**src/rtl/button_conditioner_if.sv**
```systemverilog
// Button-side bundle of the conditioner: raw asynchronous buttons in, press pulses,
// debounced levels and a debug view of the three channel FSMs out.
interface button_conditioner_if;
  logic       btn_next_raw;
  logic       btn_slower_raw;
  logic       btn_faster_raw;
  logic       next;
  logic       slower;
  logic       faster;
  logic [2:0] held;
  logic [5:0] dbg_state;   // {faster, slower, next} channel FSM states, 2 bits each

  modport master (
    output btn_next_raw, btn_slower_raw, btn_faster_raw,
    input  next, slower, faster, held, dbg_state
  );

  modport slave (
    input  btn_next_raw, btn_slower_raw, btn_faster_raw,
    output next, slower, faster, held, dbg_state
  );
endinterface

```
**src/rtl/button_conditioner.sv**
```systemverilog
// Synchronizes, debounces and edge-detects the next/slower/faster buttons into press pulses.
// Optional feature macro AUTOREPEAT_EN: held slower/faster buttons auto-repeat.
module button_conditioner #(
  parameter int DB_CYCLES  = 16,
  parameter int CNT_W      = 5,
  parameter int RPT_DELAY  = 64,
  parameter int RPT_PERIOD = 32
) (
  input logic                  clock,
  input logic                  reset_n,
  button_conditioner_if.slave  bus
);
  localparam logic [1:0] ST_RELEASED = 2'd0;
  localparam logic [1:0] ST_PRESSED  = 2'd1;
  localparam logic [1:0] ST_REPEAT   = 2'd2;

  if ((2 ** CNT_W) <= DB_CYCLES) begin : g_cnt_w_check
    $error("CNT_W too narrow for DB_CYCLES");
  end
  if (DB_CYCLES < 2) begin : g_db_check
    $error("DB_CYCLES must be at least 2");
  end
  if (RPT_DELAY < 1 || RPT_PERIOD < 1) begin : g_rpt_check
    $error("RPT_DELAY and RPT_PERIOD must be at least 1");
  end

  // Channel index 0 = next, 1 = slower, 2 = faster.
  logic [2:0]       raw;
  logic [2:0]       sync1;
  logic [2:0]       s;
  logic [2:0]       d;
  logic [CNT_W-1:0] db_cnt [3];
  logic [1:0]       state  [3];
  logic [1:0]       state_nx [3];
  logic [2:0]       commit;
  logic [2:0]       fire;
  logic             next_q;
  logic             slower_q;
  logic             faster_q;

`ifdef AUTOREPEAT_EN
  localparam int RPT_MAX = (RPT_DELAY > RPT_PERIOD) ? RPT_DELAY : RPT_PERIOD;
  localparam int RPT_W   = $clog2(RPT_MAX + 1);
  logic [RPT_W-1:0] rpt_cnt    [3];
  logic [RPT_W-1:0] rpt_cnt_nx [3];
`endif

  assign raw = {bus.btn_faster_raw, bus.btn_slower_raw, bus.btn_next_raw};

  // A level change is accepted on the edge where the mismatch has lasted DB_CYCLES samples.
  always_comb begin
    for (int i = 0; i < 3; i++) begin
      commit[i] = (s[i] != d[i]) && (db_cnt[i] == CNT_W'(DB_CYCLES - 1));
    end
  end

  always_comb begin
    for (int i = 0; i < 3; i++) begin
      state_nx[i] = state[i];
      fire[i]     = 1'b0;
`ifdef AUTOREPEAT_EN
      rpt_cnt_nx[i] = rpt_cnt[i];
`endif
      case (state[i])
        ST_RELEASED: begin
          if (commit[i] && s[i]) begin
            state_nx[i] = ST_PRESSED;
            fire[i]     = 1'b1;
`ifdef AUTOREPEAT_EN
            rpt_cnt_nx[i] = '0;
`endif
          end
        end
        ST_PRESSED: begin
          if (commit[i] && !s[i]) begin
            state_nx[i] = ST_RELEASED;
          end
`ifdef AUTOREPEAT_EN
          else if (i != 0) begin
            if (rpt_cnt[i] == RPT_W'(RPT_DELAY - 1)) begin
              state_nx[i]   = ST_REPEAT;
              fire[i]       = 1'b1;
              rpt_cnt_nx[i] = '0;
            end else begin
              rpt_cnt_nx[i] = rpt_cnt[i] + 1'b1;
            end
          end
`endif
        end
        ST_REPEAT: begin
`ifdef AUTOREPEAT_EN
          if (commit[i] && !s[i]) begin
            state_nx[i] = ST_RELEASED;
          end else if (rpt_cnt[i] == RPT_W'(RPT_PERIOD - 1)) begin
            fire[i]       = 1'b1;
            rpt_cnt_nx[i] = '0;
          end else begin
            rpt_cnt_nx[i] = rpt_cnt[i] + 1'b1;
          end
`else
          state_nx[i] = ST_RELEASED;
`endif
        end
        default: state_nx[i] = ST_RELEASED;
      endcase
    end
  end

  always_ff @(posedge clock or negedge reset_n) begin
    if (!reset_n) begin
      sync1    <= '0;
      s        <= '0;
      d        <= '0;
      next_q   <= 1'b0;
      slower_q <= 1'b0;
      faster_q <= 1'b0;
      for (int i = 0; i < 3; i++) begin
        db_cnt[i] <= '0;
        state[i]  <= ST_RELEASED;
`ifdef AUTOREPEAT_EN
        rpt_cnt[i] <= '0;
`endif
      end
    end else begin
      sync1 <= raw;
      s     <= sync1;
      for (int i = 0; i < 3; i++) begin
        if (s[i] == d[i]) begin
          db_cnt[i] <= '0;
        end else if (commit[i]) begin
          d[i]      <= s[i];
          db_cnt[i] <= '0;
        end else begin
          db_cnt[i] <= db_cnt[i] + 1'b1;
        end
        state[i] <= state_nx[i];
`ifdef AUTOREPEAT_EN
        rpt_cnt[i] <= rpt_cnt_nx[i];
`endif
      end
      // Simultaneous slower/faster pulses cancel each other; nothing is deferred.
      next_q   <= fire[0];
      slower_q <= fire[1] & ~fire[2];
      faster_q <= fire[2] & ~fire[1];
    end
  end

  assign bus.next      = next_q;
  assign bus.slower    = slower_q;
  assign bus.faster    = faster_q;
  assign bus.held      = d;
  assign bus.dbg_state = {state[2], state[1], state[0]};
endmodule

```
**src/flat_wrapper.sv**
```systemverilog
// flat-port wrapper written by rule: the top's interface ports become plain ports
module button_conditioner_flat 
#(
  parameter int DB_CYCLES  = 16,
  parameter int CNT_W      = 5,
  parameter int RPT_DELAY  = 64,
  parameter int RPT_PERIOD = 32
)
  (clock, reset_n, bus_btn_next_raw, bus_btn_slower_raw, bus_btn_faster_raw, bus_next, bus_slower, bus_faster, bus_held, bus_dbg_state);
  button_conditioner_if bus_i ();
  input logic clock;
  input logic reset_n;
  input wire logic [$bits(bus_i.btn_next_raw)-1:0] bus_btn_next_raw;
  input wire logic [$bits(bus_i.btn_slower_raw)-1:0] bus_btn_slower_raw;
  input wire logic [$bits(bus_i.btn_faster_raw)-1:0] bus_btn_faster_raw;
  output wire logic [$bits(bus_i.next)-1:0] bus_next;
  output wire logic [$bits(bus_i.slower)-1:0] bus_slower;
  output wire logic [$bits(bus_i.faster)-1:0] bus_faster;
  output wire logic [$bits(bus_i.held)-1:0] bus_held;
  output wire logic [$bits(bus_i.dbg_state)-1:0] bus_dbg_state;
  assign bus_i.btn_next_raw = bus_btn_next_raw;
  assign bus_i.btn_slower_raw = bus_btn_slower_raw;
  assign bus_i.btn_faster_raw = bus_btn_faster_raw;
  assign bus_next = bus_i.next;
  assign bus_slower = bus_i.slower;
  assign bus_faster = bus_i.faster;
  assign bus_held = bus_i.held;
  assign bus_dbg_state = bus_i.dbg_state;
  button_conditioner #(.DB_CYCLES(DB_CYCLES), .CNT_W(CNT_W), .RPT_DELAY(RPT_DELAY), .RPT_PERIOD(RPT_PERIOD)) u_core (.clock(clock), .reset_n(reset_n), .bus(bus_i));
endmodule
```
**config.mk**
```make
export PLATFORM = sky130hd
export DESIGN_NAME = button_conditioner_flat
export DESIGN_NICKNAME = d
export VERILOG_FILES = /design/src/rtl/button_conditioner_if.sv /design/src/rtl/button_conditioner.sv /design/src/flat_wrapper.sv
export SDC_FILE = /design/constraint.sdc
export NUM_CORES = 1
export LEC_CHECK = 0
export CAP_MARGIN = 20
export CORE_MARGIN = 10
export CORE_UTILIZATION = 25
export CTS_CLUSTER_DIAMETER = 60
export CTS_CLUSTER_SIZE = 24
export DETAILED_ROUTE_END_ITERATION = 10
export GPL_TIMING_DRIVEN = 0
export HOLD_SLACK_MARGIN = 0.08
export PLACE_DENSITY_LB_ADDON = 0.1
export SYNTH_ARGS = -nofsm -noshare
export SYNTH_HDL_FRONTEND = slang
export SYNTH_SLANG_ARGS = --single-unit
```
**constraint.sdc**
```tcl
create_clock -name clock -period 1.34 [get_ports clock]
set_clock_uncertainty 0.1 [all_clocks]
set_input_delay 0.268 -clock clock [delete_from_list [all_inputs] [get_ports clock]]
set_output_delay 0.268 -clock clock [all_outputs]
set_load 0.01 [all_outputs]
```
# Yosys cells after proc, flatten, opt, wreduce, memory -nomap -nowiden
# Index checks and enable logic that the tools add are counted.
[totals]
regBits = 33
word_cells = 84
n_memories = 0
ram_bits = 0
in_bits = 5
mem_bits_ro = 0
latchBits = 0
[classes]
mul = 0
order_cmp = 0
n_mux = 21
bitwise = 7
eq_ne = 18
div = 0
addsub = 3
n_shift = 0
reduce_logical = 21
[op_table]
columns = ["operator", "count"]
rows = [
  ["$mux W5", 6],
  ["$add A5 B1 Y5 const B", 3],
  ["$eq A5 B4 Y1 const B", 3],
  ["$mux W2", 6],
  ["$ne A2 B1 Y1 const B", 6],
  ["$pmux W2 S2", 3],
  ["$reduce_and A2 Y1", 6],
  ["$logic_and A1 B1 Y1", 9],
  ["$eq A2 B1 Y1 const B", 3],
  ["$logic_not A2 Y1", 3],
  ["$mux W1", 6],
  ["$not A1 Y1", 5],
  ["$eq A1 B1 Y1", 3],
  ["$logic_not A1 Y1", 3],
  ["$ne A1 B1 Y1", 3],
  ["$and A1 B1 Y1", 2],
]

# Logic depth before layout (Yosys ltp)
[depth]
depth_word = 7
mapped_depth = 4
mapped_depth_nobuf = 4

# Worst setup path before layout
# Ideal clock, no wire load.
[synth_path]
path_kind = "reg2reg"
from = "register u_core.db_cnt[10] (netlist name)"
to = "register u_core.d[0] (netlist: u_core.bus.held[0])"
path_slack_ps = 31
stages_incl_launch_ff = 4
arrival_time_ps = 1084
setup_ps = 125
t_required_ps = 1115
path_cell_list = "dfrtp_1 > ha_1 > nand4b_2 > mux2_2"
[synth_via]
elab_chain_len = 3
[synth_rtl]
columns = ["element", "line", "source"]
rows = [
  ["start: declaration", "button_conditioner.sv:32", "logic [CNT_W-1:0] db_cnt [3];"],
  ["start signal: indexed assignment", "button_conditioner.sv:134", "db_cnt[i] <= db_cnt[i] + 1'b1;"],
  ["$eq A5 B4 Y1", "button_conditioner.sv:53", "commit[i] = (s[i] != d[i]) && (db_cnt[i] == CNT_W'(DB_CYCLES - 1));"],
  ["$logic_and A1 B1 Y1", "button_conditioner.sv:53", ""],
  ["$reduce_and A2 Y1 (no source line)", "--", ""],
  ["end signal: indexed assignment", "button_conditioner.sv:131", "d[i] <= s[i];"],
  ["end: declaration", "button_conditioner.sv:31", "logic [2:0] d;"],
]
# No other way between the ends.
# A chain may end at the register's enable or synchronous reset.

# Worst setup path after layout
[layout_path]
from = "register u_core.db_cnt[1] (netlist name)"
to = "register u_core.slower_q (netlist: u_core.bus.slower)"
[layout_via]
elab_chain_len = 7
[layout_rtl]
columns = ["element", "line", "source"]
rows = [
  ["$eq A5 B4 Y1", "button_conditioner.sv:53", ""],
  ["$logic_and A1 B1 Y1", "button_conditioner.sv:53", ""],
  ["$logic_and A1 B1 Y1", "button_conditioner.sv:66", "if (commit[i] && s[i]) begin"],
  ["$mux W1", "button_conditioner.sv:66", ""],
  ["$mux W1", "button_conditioner.sv:64", "case (state[i])"],
  ["$not A1 Y1", "button_conditioner.sv:143", "slower_q <= fire[1] & ~fire[2];"],
  ["$and A1 B1 Y1", "button_conditioner.sv:143", ""],
  ["end signal: assignment", "button_conditioner.sv:143", ""],
  ["end: declaration", "button_conditioner.sv:38", "logic slower_q;"],
]
# No other way between the ends.

==> flow_summary_export.csv <==
group,metric,value,unit
global_route,met2_usage,9.23,%
clock_tree,numCtsBuffers,5,
power,p_sw,0.413,mW
final_layout,drive_gt1_share,31.5,%
placement,hpwl,1510,um
sta,worst_slew_pin_slew,603,ps
clock_tree,cts_tree,"built",
placement,io_buffers,13,
final_layout,final_common_cell,"dfrtp_1",
critical_path,worstSetupEndpointType,"register",
clock_tree,holdBufCountCts,0,
routing,drcViolationCount,0,
sta,relSlewSlack,59.7,%
floorplanning,core,4720,sq um
power,switching_share,22.6,%
critical_path,r2r-end,"u_core.bus.slower",
clock_tree,worstSkewPairLatency,280,ps
critical_path,worstSetupStartpointType,"register",
power,combPwrFrac,6.6,%
routing,ant_nets,0,
clock_tree,cts.sinks,30,
final_layout,most-common-layout-cells,"dfrtp_1, buf_4, xor2_1",
floorplanning,die_w,89.6,um
yosys,avgSynthCellArea,12.9,sq um
yosys,ys_seq_elements,30,
yosys,syn_area,1210,sq um
min_path,min_delay_path_depth,0,
yosys,synth_top_cells_by_area,"dfrtp_1, xor2_1, ha_1",
yosys,yosysSeqAreaShare,61.9,%
floorplanning,dieHeight,89.6,um
global_route,antenna_found_initial,0,
min_path,min_to,"u_core.s[1]",
floorplanning,dieArea,8040,sq um
global_route,grt.met3_usage,3.25,%
routing,dr.pass1.iters,4,
min_path,timing.hold.worst.class,"reg -> reg",
power,p_clk_share,40.3,%
floorplanning,core.rowCount,25,
final_layout,register_area,754,sq um
final_layout,design_area,1690,sq um
critical_path,cp_data_required_time,1410,ps
critical_path,reg2regPathDepth,4,
global_route,met1_usage,7.16,%
floorplanning,initial_core_util,25.7,%
yosys,synth.distinct_cells,28,
yosys,yosysTopAreaCellShare,61.9,%
routing,wire_per_inst,11.4,um
critical_path,crit_start,"u_core.db_cnt[1]",
sta,min_period,1320,ps
final_layout,fillers,465,
clock_tree,cts_buffer_depth,2,
min_path,hold_start,"u_core.sync1[1]",
sta,grt_setup_unrepaired,"true",
power,p_leak,0.895,nW
final_layout,nNetsFinal,137,
power,p_int,1.42,mW
power,power.density,1080,nW/um^2
placement,routabilityCongestion,0.690,
power,seqPwrFrac,53.1,%
placement,placed_area,1460,sq um
final_layout,diodes,0,
sta,setup_violations,0,
sta,whs,243,ps
clock_tree,path_clk_slew,60,ps
final_layout,synthToLayoutAreaGrowth,39.1,%
sta,finalCritPeriodShare,98.4,%
yosys,ys_warn_count,0,
critical_path,cp_max_fo,4,
global_route,grt_max_degree,21,
global_route,grt-busiest-layer,"met2",
routing,drtIter0Drc,32,
global_route,track_usage,6.37,%
yosys,synth_top_area_cell,"dfrtp_1",
flow_run,cap_violations,0,
routing,wl,2240,um
global_route,grt_pass1_vias,846,
sta,final_max_slew_viol_count,0,
outcome,status,"completed",
routing,vias,798,
global_route,grt_pass1_wl,3840,um
critical_path,critPathKind,"reg -> reg",
routing,viasPerCell,4.05,
final_layout,multiInputGateArea,494,sq um
clock_tree,h-tree-depth,2,
critical_path,r2r-start,"u_core.db_cnt[1]",
global_route,grt.overflow.total,0,
sta,fmax,758,MHz
power,total_power,1.83,mW
power,ir_drop,368,uV
floorplanning,io_pins,17,
yosys,synthCells,94,
critical_path,worst_ep_arrival_time,1380,ps
sta,final_hold_viol_count,0,
critical_path,r2r_slack,20,ps
clock_tree,clock-root-buffer,"clkbuf_8",
-- per-layer routing --
layer | part of all wire (%) | up-vias
met5 | 0 | -
met2 | 42 | 21
met3 | 11 | 6
met4 | 2.2 | 0
li1 | - | 384
met1 | 45 | 387
-- power groups by stage --
stage / logic, mW / clock network [mW] / registers (mW)
after floorplan: 0.0512 / 0 / 0.974
after global placement: 0.0881 / 0 / 0.978
after detailed placement: 0.101 / 0 / 0.980
after CTS: 0.111 / 0.765 / 0.968
after global routing: 0.137 / 0.791 / 0.975
final: 0.120 / 0.738 / 0.972
-- sequential cells by signal, summed over array words and instances, names as in the netlist --
signal,cells
u_core.bus.faster,1
u_core.sync1,3
u_core.bus.held,3
u_core.bus.dbg_state,3
u_core.s,3
u_core.bus.slower,1
u_core.bus.next,1
u_core.db_cnt,15
-- per-stage QoR --
step	worst slack [ps]	std cells	util (%)	TNS, ps
finish	21.2	197	35.7	0
global route	-36.5	197	35.7	-44.7
CTS	3.56	190	34.3	0
detailed placement	-67.6	177	30.9	-335
global placement	-649	176	30.4	-19650
floorplan	31.4	96	-	0
-- worst max-delay path: stages (launching register included) --
cell and delay, ps:
dfrtp_1 400, ha_4 170, and4b_1 230, nand2_2 80
o31a_1 230
-- cells in the mapped netlist --
cell type	count
a21oi_1	2
nor4b_1	1
o21a_1	1
o22a_1	1
inv_1	2
and2_1	2
nand4b_1	1
nor4_4	1
and3_1	2
o31a_1	1
nor2_1	8
and2_2	2
nand2_1	9
nand3_1	3
nand4b_4	1
a21o_2	1
nand4b_2	1
nor4_2	1
and4b_1	1
conb_1	1
ha_1	3
o21ai_0	2
buf_4	3
xor2_1	9
mux2_2	1
a31oi_1	3
dfrtp_1	30
a2bb2oi_1	1
-- worst max-delay path by stage --
| stage | to | slack [ps] |
|---|---|---|
| 2_1_floorplan | u_core.bus.held[0] | 30 |
| 5_1_grt | u_core.bus.slower | -40 |
| 3_3_place_gp | u_core.sync1[0] | -650 |
| 6_report | u_core.bus.slower | 20 |
| 3_5_place_dp | bus_held[1] | -70 |
| 4_1_cts | bus_held[1] | 4 |
-- cell type report --
class                   count  share of cell area (%)
flip-flops and latches     30                    44.7
multi-input cells          61                    29.3
repair buffers             26                    13.8
clock buffers               7                    5.12
well taps                  67                    4.97
plain buffers               3                    1.34
inverters                   2                   0.445
clock inverters             1                   0.297
-- cell families after synthesis --
logic type / count (synthesis) / share of synthesized area [%]
other: 1 / 0.309
muxes: 1 / 0.929
adders and majority gates: 3 / 3.10
AOI/OAI and AO/OA: 12 / 6.71
and+or+nand+nor: 33 / 18.1
xor gates and xnor gates: 9 / 6.50
buffers and inverters: 5 / 2.48
DFF: 30 / 61.9
-- repair_timing --
item                       CTS  global route
gates resized for setup     23             6
setup buffers                5             7
setup endpoints to repair   14             9
pin swaps                    0             5
Note: power is estimated with default switching activity, not from simulation.
